<file path="config.mk">
export PLATFORM = sky130hd
export DESIGN_NAME = approx_seq_divider
export DESIGN_NICKNAME = d
export VERILOG_FILES = /design/src/rtl/approx_div_pkg.sv /design/src/rtl/approx_seq_divider_div_step.sv /design/src/rtl/approx_seq_divider.sv
export SDC_FILE = /design/constraint.sdc
export NUM_CORES = 1
export LEC_CHECK = 0
export ABC_AREA = 1
export CORE_UTILIZATION = 50
export CTS_BUF_LIST = sky130_fd_sc_hd__clkbuf_16
export DETAILED_ROUTE_END_ITERATION = 7
export GPL_TIMING_DRIVEN = 0
export PLACE_DENSITY_LB_ADDON = 0.2
export SETUP_SLACK_MARGIN = 0.5
export SYNTH_ARGS = -nofsm -noshare
export SYNTH_HDL_FRONTEND = slang
export SYNTH_SLANG_ARGS = --single-unit
</file>
<file path="constraint.sdc">
create_clock -name clk -period 1.9 [get_ports clk]
set_clock_uncertainty 0.1 [all_clocks]
set_input_delay 0.19 -clock clk [delete_from_list [all_inputs] [get_ports clk]]
set_output_delay 0.19 -clock clk [all_outputs]
set_load 0.01 [all_outputs]
</file>
<file path="src/rtl/approx_div_pkg.sv">
// Shared types and sizing helpers for the sequential restoring divider.
package approx_div_pkg;

  typedef enum logic [1:0] {
    IDLE = 2'd0,
    RUN  = 2'd1,
    DONE = 2'd2
  } state_t;

  localparam int unsigned W_DEF     = 8;
  localparam int unsigned CNT_W_DEF = $clog2(W_DEF + 1);

  // Counter width able to hold the value w itself.
  function automatic int unsigned cnt_width(input int unsigned w);
    return $clog2(w + 1);
  endfunction

endpackage

</file>
<file path="src/rtl/approx_seq_divider_div_step.sv">
// One restoring-division stage: shift in the next dividend bit, subtract if it fits.
module div_step #(
  parameter int unsigned W = 8
) (
  input  logic [W-1:0] rem,
  input  logic         next_bit,
  input  logic [W-1:0] divisor,
  output logic [W-1:0] new_rem,
  output logic         q_bit
);

  logic [W:0] t;

  // rem < divisor on entry, so t - divisor always fits back into W bits.
  always_comb begin
    t       = {rem, next_bit};
    q_bit   = (t >= {1'b0, divisor});
    new_rem = q_bit ? W'(t - {1'b0, divisor}) : t[W-1:0];
  end

endmodule

</file>
<file path="src/rtl/approx_seq_divider.sv">
// Iterative 2W/W restoring divider, one quotient bit per clock, valid/ready on both sides.
// Define APPROX_DIV_EN to skip the low APPROX_BITS quotient bits (truncated quotient, remainder 0).
module approx_seq_divider
  import approx_div_pkg::*;
#(
  parameter int unsigned W           = W_DEF,
  parameter int unsigned APPROX_BITS = 3
) (
  input  logic           clk,
  input  logic           rst_n,
  input  logic           in_valid,
  output logic           in_ready,
  input  logic [2*W-1:0] dividend,
  input  logic [W-1:0]   divisor,
  output logic           out_valid,
  input  logic           out_ready,
  output logic [W-1:0]   quotient,
  output logic [W-1:0]   remainder,
  output logic           div_zero,
  output logic           overflow
);

  localparam int unsigned CNT_W = cnt_width(W);
`ifdef APPROX_DIV_EN
  localparam int unsigned ITERS = W - APPROX_BITS;
`else
  localparam int unsigned ITERS = W;
`endif

  if (APPROX_BITS >= W) begin : g_bad_cfg
    $error("APPROX_BITS must be in 0..W-1");
  end

  state_t           state;
  logic [W-1:0]     rem_q;
  logic [W-1:0]     shift_q;
  logic [W-1:0]     div_q;
  logic [CNT_W-1:0] cnt;

  logic [W-1:0]     step_rem;
  logic             step_q;
  logic [W-1:0]     shift_nxt;

  div_step #(.W(W)) u_step (
    .rem      (rem_q),
    .next_bit (shift_q[W-1]),
    .divisor  (div_q),
    .new_rem  (step_rem),
    .q_bit    (step_q)
  );

  // Dividend low bits leave at the MSB while quotient bits enter at the LSB.
  assign shift_nxt = W'({shift_q, step_q});

  always_ff @(posedge clk) begin
    if (!rst_n) begin
      state     <= IDLE;
      in_ready  <= 1'b1;
      out_valid <= 1'b0;
      quotient  <= '0;
      remainder <= '0;
      div_zero  <= 1'b0;
      overflow  <= 1'b0;
      cnt       <= '0;
      rem_q     <= '0;
      shift_q   <= '0;
      div_q     <= '0;
    end else begin
      case (state)
        IDLE: begin
          if (in_valid) begin
            div_q    <= divisor;
            in_ready <= 1'b0;
            if (divisor == '0) begin
              state     <= DONE;
              out_valid <= 1'b1;
              div_zero  <= 1'b1;
              quotient  <= '1;
              remainder <= dividend[W-1:0];
            end else if (dividend[2*W-1:W] >= divisor) begin
              state     <= DONE;
              out_valid <= 1'b1;
              overflow  <= 1'b1;
              quotient  <= '1;
              remainder <= dividend[W-1:0];
            end else begin
              state   <= RUN;
              rem_q   <= dividend[2*W-1:W];
              shift_q <= dividend[W-1:0];
              cnt     <= CNT_W'(ITERS);
            end
          end
        end

        RUN: begin
          rem_q   <= step_rem;
          shift_q <= shift_nxt;
          cnt     <= cnt - CNT_W'(1);
          if (cnt == CNT_W'(1)) begin
            state     <= DONE;
            out_valid <= 1'b1;
`ifdef APPROX_DIV_EN
            quotient  <= W'(shift_nxt << APPROX_BITS);
            remainder <= '0;
`else
            quotient  <= shift_nxt;
            remainder <= step_rem;
`endif
          end
        end

        DONE: begin
          if (out_ready) begin
            state     <= IDLE;
            in_ready  <= 1'b1;
            out_valid <= 1'b0;
            quotient  <= '0;
            remainder <= '0;
            div_zero  <= 1'b0;
            overflow  <= 1'b0;
          end
        end

        default: begin
          state    <= IDLE;
          in_ready <= 1'b1;
        end
      endcase
    end
  end

endmodule

</file>
======== Yosys cells after proc, flatten, opt, wreduce, memory -nomap -nowiden ========
Index checks and enable logic that the tools add are counted.
storage, ports and cells
  register bits ........................... 50
  latch bits .............................. 0
  RAM bits ................................ 0
  memory bits (read-only) ................. 0
  bits of input ports ..................... 28
  output and inout port bits .............. 20
  logic and storage cells ................. 84
  memories kept ........................... 0
operators by class
  $add $sub $neg .......................... 2
  multiply operators ...................... 0
  div/mod/pow operators ................... 0
  $lt $le $gt $ge ......................... 2
  equality and inequality tests ........... 11
  shifts and indexed selects .............. 0
  muxes and demuxes ....................... 45
  bitwise operators ....................... 1
  reduce and logical (&&, ||, !) cells .... 12
operators with widths
  operator               count
  $mux W8                16
  $pmux W8 S3            2
  $pmux W8 S2            2
  $ne A2 B2 Y1 const B   7
  $mux W4                3
  $mux W1                11
  $mux W2                5
  $reduce_and A5 Y1      2
  $ge A9 B8 Y1           1
  $ge A8 B8 Y1           1
  $logic_not A8 Y1       1
  $pmux W4 S2            1
  $reduce_and A4 Y1      2
  $sub A8 B8 Y8          1
  $pmux W1 S3            2
  $pmux W2 S3            1
  $reduce_and A3 Y1      2
  $eq A4 B1 Y1 const B   1
  $pmux W1 S2            2
  $reduce_bool A2 Y1     2
  $sub A4 B1 Y4 const B  1
  $ne A3 B3 Y1 const B   1
  $reduce_bool A3 Y1     1
  $eq A2 B1 Y1 const B   1
  other kinds (4)        4

======== Logic depth before layout (Yosys ltp) ========
  depth after elaboration ................. 5
  depth in mapped cells ................... 16
  gate-level depth less buffers ........... 15

======== Hierarchy ========
A second synthesis with hierarchy kept.
second synthesis, totals
  cell total of the unflattened synthesis .. 515
  area, all modules ....................... 3552.2 µm²
by module, submodules not included
  module              times used  cells an instance  area an instance (µm²)  seq. area each (µm²)
  approx_seq_divider  1           406                2897.8                  1001.0
  div_step            1           109                654.4                   0.0

======== Worst setup path after synthesis ========
No wires, ideal clock.
  kind .................................... reg-to-reg
  from .................................... register state[0]
  to ...................................... register rem_q[0]
  arrival ................................. 1627 ps
  required time ........................... 1672 ps
  setup slack ............................. 46 ps
  cell stages (with the launch flop) ...... 14
  path buffers ............................ 2
  clock period less this slack ............ 1854 ps
  path through ............................ dfxtp_1 > inv_1 > ha_1 > buf_6 > inv_4 > or2_4 > o21ai_2 > a21oi_4 > nand2_4 > buf_6 > nand2_1 > nand2_1 > nor2_1 > nor2_1
between the ends
  cells in the longest elaborated chain, start to end .. 3
ends and longest elaborated chain
  element                                                              RTL line                  RTL
  start, declared                                                      approx_seq_divider.sv:34  state_t state;
  start signal, assigned                                               approx_seq_divider.sv:57  state <= IDLE;
  start signal, assigned                                               approx_seq_divider.sv:75  state <= DONE;
  start signal, assigned                                               approx_seq_divider.sv:81  state <= DONE;
  $eq A2 B1 Y1 / $logic_not A2 Y1 (equally long branches)              approx_seq_divider.sv:69  case (state)
  $reduce_bool A2 Y1 (no line) / $ne A2 B2 Y1 (equally long branches)  --
  $reduce_and A4 Y1 (no line)                                          --
  end signal, assigned                                                 approx_seq_divider.sv:88  rem_q <= dividend[2*W-1:W];
  end signal, assigned                                                 approx_seq_divider.sv:96  rem_q <= step_rem;
  end, declared                                                        approx_seq_divider.sv:35  logic [W-1:0] rem_q;
Several ways; a longest one is shown, not always the timed one.
A chain may end at the register's enable or synchronous reset.

======== Final worst setup path ========
  from .................................... register div_q[1]
  to ...................................... register rem_q[6]
between the ends
  cells in the longest elaborated chain, start to end .. 3
ends and longest elaborated chain
  element                                               RTL line                                                              RTL
  start, declared                                       approx_seq_divider.sv:37                                              logic [W-1:0] div_q;
  start signal, assigned                                approx_seq_divider.sv:72                                              div_q <= divisor;
  $sub A8 B8 Y8 / $ge A9 B8 Y1 (equally long branches)  approx_seq_divider_div_step.sv:18, approx_seq_divider_div_step.sv:17
  $mux W8 (*)                                           approx_seq_divider_div_step.sv:18                                     new_rem = q_bit ? W'(t - {1'b0, divisor}) : t[W-1:0];
  $pmux W8 S2 (*)                                       approx_seq_divider.sv:69
Mark *: on every way between the ends. The rest lies on a longest branch, timed or not.

==> impl_metrics.py <==
metrics = {
    "power_and_ir_drop": {
        "p_leak_nw": 2.427,
        "power_density_mw_per_mm2": 2183,
        "ir_drop_v": 0.002415,
    },
    "run": {
        "maxCapViolCount": 0,
    },
    "final_layout": {
        "diodes": 0,
        "syn2layout_area_growth_pct": 60.67,
        "final_cell_mix": "nand2_1, nor2_1, dfxtp_1",
        "layout-drive-gt1-share": 0.4112,
        "final_nets": 658,
        "final_common_cell": "nand2_1",
        "final_util": 0.8365,
        "instances_no_fill": 685,
    },
    "hold_path": {
        "hold_path_end": "div_q[4]",
        "min_path_type": "in2reg",
        "whs_path_depth": 3,
        "hold_start": "divisor[4]",
    },
    "drt": {
        "ant_nets": 0,
        "vias": 4245,
        "wl_met3_um": 1212,
        "wl_met2_um": 6869,
        "drt_iter0_drc": 480,
        "drc": 0,
        "vias_per_cell": 6.197,
        "m1WireLength_um": 4815,
        "drtPass1Iterations": 5,
        "highest_layer": "met4",
        "wl_um": 14080,
        "wl_per_cell_um": 20.55,
    },
    "synthesis": {
        "yosys.area.top_type": "dfxtp_1",
        "synth_area_per_cell_um2": 6.585,
        "synth-edff-count": 0,
        "synth_top_area_share": 0.3028,
        "netlist_instances": 502,
        "yosysWarnings": 0,
        "async_flop_share": 0,
        "yosysSeqAreaShare": 0.3028,
        "synthDistinctLibCells": 34,
        "synth-seq-cells": 50,
        "synth-main-ff-cell": "dfxtp_1",
        "syn_nets": 553,
        "synth.area.top_cells": "dfxtp_1, nand2_1, ha_1, nor2_1, inv_1",
        "syn_area_mm2": 0.003306,
    },
    "cts": {
        "cts_inserted_buffers": 5,
        "clock_latency_ns": 0.30,
        "cts.path.max_buffers": 2,
        "clk_pin_slew_worst_paths_ns": 0.08,
        "h-tree-depth": 2,
        "cts.sinks": 50,
        "cts_tree": "built",
        "clk_root_buffer_cell": "clkbuf_16",
    },
    "worst_setup_path": {
        "worst_r2r_endpoint": "rem_q[6]",
        "crit_slowest_cell": "dfxtp_1",
        "ff2ff_setup_slack_ns": -0.16,
        "cp.arrival_ns": 2.10,
        "critPathMaxFanout": 6,
        "crit_path_start_kind": "flop",
        "required_ns": 1.95,
        "rr_startpoint": "div_q[1]",
        "critical_path.cell_chain": "inv_2, ha_4, nand2_1, nand2_2, nand3_4, nand2_4, nand2_8, nand2_8, nand2_1, nand3_2, nor2_2, nor2_1, nor2_1",
        "reg2regPathDepth": 13,
        "worstSetupPathType": "reg2reg",
        "cpPeakStageDelay_ns": 0.35,
        "end_kind": "flop",
    },
    "global_routing": {
        "track_usage": 0.3396,
        "grt_pass1_wl_um": 18750,
        "grt_pass1_vias": 4020,
        "antenna_found_initial": 0,
        "grt_overflow": 0,
        "grt_max_degree": 18,
    },
    "floorplanning": {
        "fp.dieW_um": 83.31,
        "start_util": 0.5206,
        "die_area_mm2": 0.006941,
        "core.rowCount": 29,
        "num_io_pins": 48,
        "die_y_um": 83.31,
        "core_mm2": 0.006350,
    },
    "sta": {
        "clock.fmax_mhz": 486.3,
        "fin_crit_sh": 1.082,
        "hold_viol": 0,
        "tightest_slew_ns": 0.7574,
        "slew_violations": 0,
        "maxSlewHeadroom": 0.4951,
        "setup_viol": 18,
        "min_period_ns": 2.056,
        "setup_ws_ns": -0.1564,
        "rsz0062_at_grt": "true",
    },
    "status": {
        "failed_checks": "setup timing",
        "status": "finished with violations",
    },
    "place": {
        "gp_congestion": 0.8615,
        "dp_cells": 626,
        "pre_cts_slack_ns": -0.5467,
        "dp_hpwl_um": 6676,
        "port_buffers": 47,
    },
}
## state kept, by name, summed over array words and instances (netlist names)
register,flops
div_q,8
quotient,8
rem_q,8
remainder,8
shift_q,8
cnt,4
state,2
div_zero,1
in_ready,1
out_valid,1
overflow,1
## cells by family (layout without fill, tap and decap cells)
logic type | count (synthesis) | count (layout) | share of synthesized area
compound gates | 56 | 56 | 0.09728
xor+xnor | 4 | 4 | 0.01060
fa+ha+maj | 23 | 23 | 0.08933
buf+inv | 74 | 177 | 0.1011
flops | 50 | 50 | 0.3028
simple gates | 295 | 298 | 0.3989
## cell type report
cell class	count	area, um^2
multi-input combinational	381	2744
fill	344	1039
sequential	50	1022
timing repair buffer	94	884.6
inverter	55	230.2
buffer	19	172.7
clock buffer	5	125.1
tap	77	96.34
clock inverter	3	25.02
timing repair inverter	1	11.26
## power by group
group | internal [mW] | leakage (nW) | switching (mW)
logic | 3.66 | 1.94 | 5.17
clock network | 0.497 | 0.0704 | 0.453
registers | 1.46 | 0.417 | 0.364
## metrics by stage
| stage | TNS (ns) | hold slack (ns) | power [mW] | area [um^2] |
|---|---|---|---|---|
| 6_report | -1.798 | 0.2076 | 11.59 | 5311 |
| 3_5_place_dp | -16.67 | 0.3528 | 6.607 | 3978 |
| 5_1_grt | -3.408 | 0.2299 | 12.09 | 5311 |
| 3_3_place_gp | -15.11 | 0.3379 | 6.454 | 3978 |
| 4_1_cts | 0 | 0.2179 | 9.803 | 4928 |
| 2_1_floorplan | 0 | 0.2208 | 5.390 | 3411 |
## worst max-delay path: cells and delay by family (launching register included)
kind                     cells  cell delay (ns)
AND/OR/NAND/NOR             11             1.09
flip-flops                   1             0.35
adder cells (fa/ha/maj)      1             0.28
buffers and inverters        1             0.08
## routing by layer
metal | vias up | GRT usage
li1 | 1835 | -
met1 | 1949 | 0.3613
met4 | 0 | 0.2226
met3 | 128 | 0.06660
met5 | - | 0
met2 | 333 | 0.6073
## repair_timing
item                                    in CTS  in global routing
hold buffers                                 0                  0
endpoints found under the hold margin        0                  0
setup buffers                               30                 10
endpoints found under the setup margin      70                 50
gates cloned                                11                  0
gates resized for setup                    186                 96
pin swaps                                   62                 53
## how the worst max path moves through the flow
stage / from / slack, ns / cells after the start / end
floorplan: state[0] / 0.11 / 13 / rem_q[0]
global placement: divisor[5] / -0.51 / 14 / rem_q[3]
detailed placement: divisor[7] / -0.55 / 13 / rem_q[3]
CTS: shift_q[7] / 0.04 / 13 / rem_q[4]
global route: div_q[1] / -0.23 / 13 / rem_q[6]
finish: div_q[1] / -0.16 / 13 / rem_q[6]
## cells in the mapped netlist (2+ instances only)
cell and number:
dfxtp_1 50, buf_2 4, clkinv_1 2, nand2_4 2, nor2_1 67, nand2_2 2
nand2_1 158, inv_2 2, nand3b_1 8, xor2_1 3, clkbuf_1 8, a21oi_4 2
buf_6 6, o21ai_0 13, o21ai_2 2, nor2_4 3, inv_1 50, nand4_1 28
ha_1 22, a21oi_1 36, nand3_1 21
Note: power is estimated with default switching activity, not from simulation.
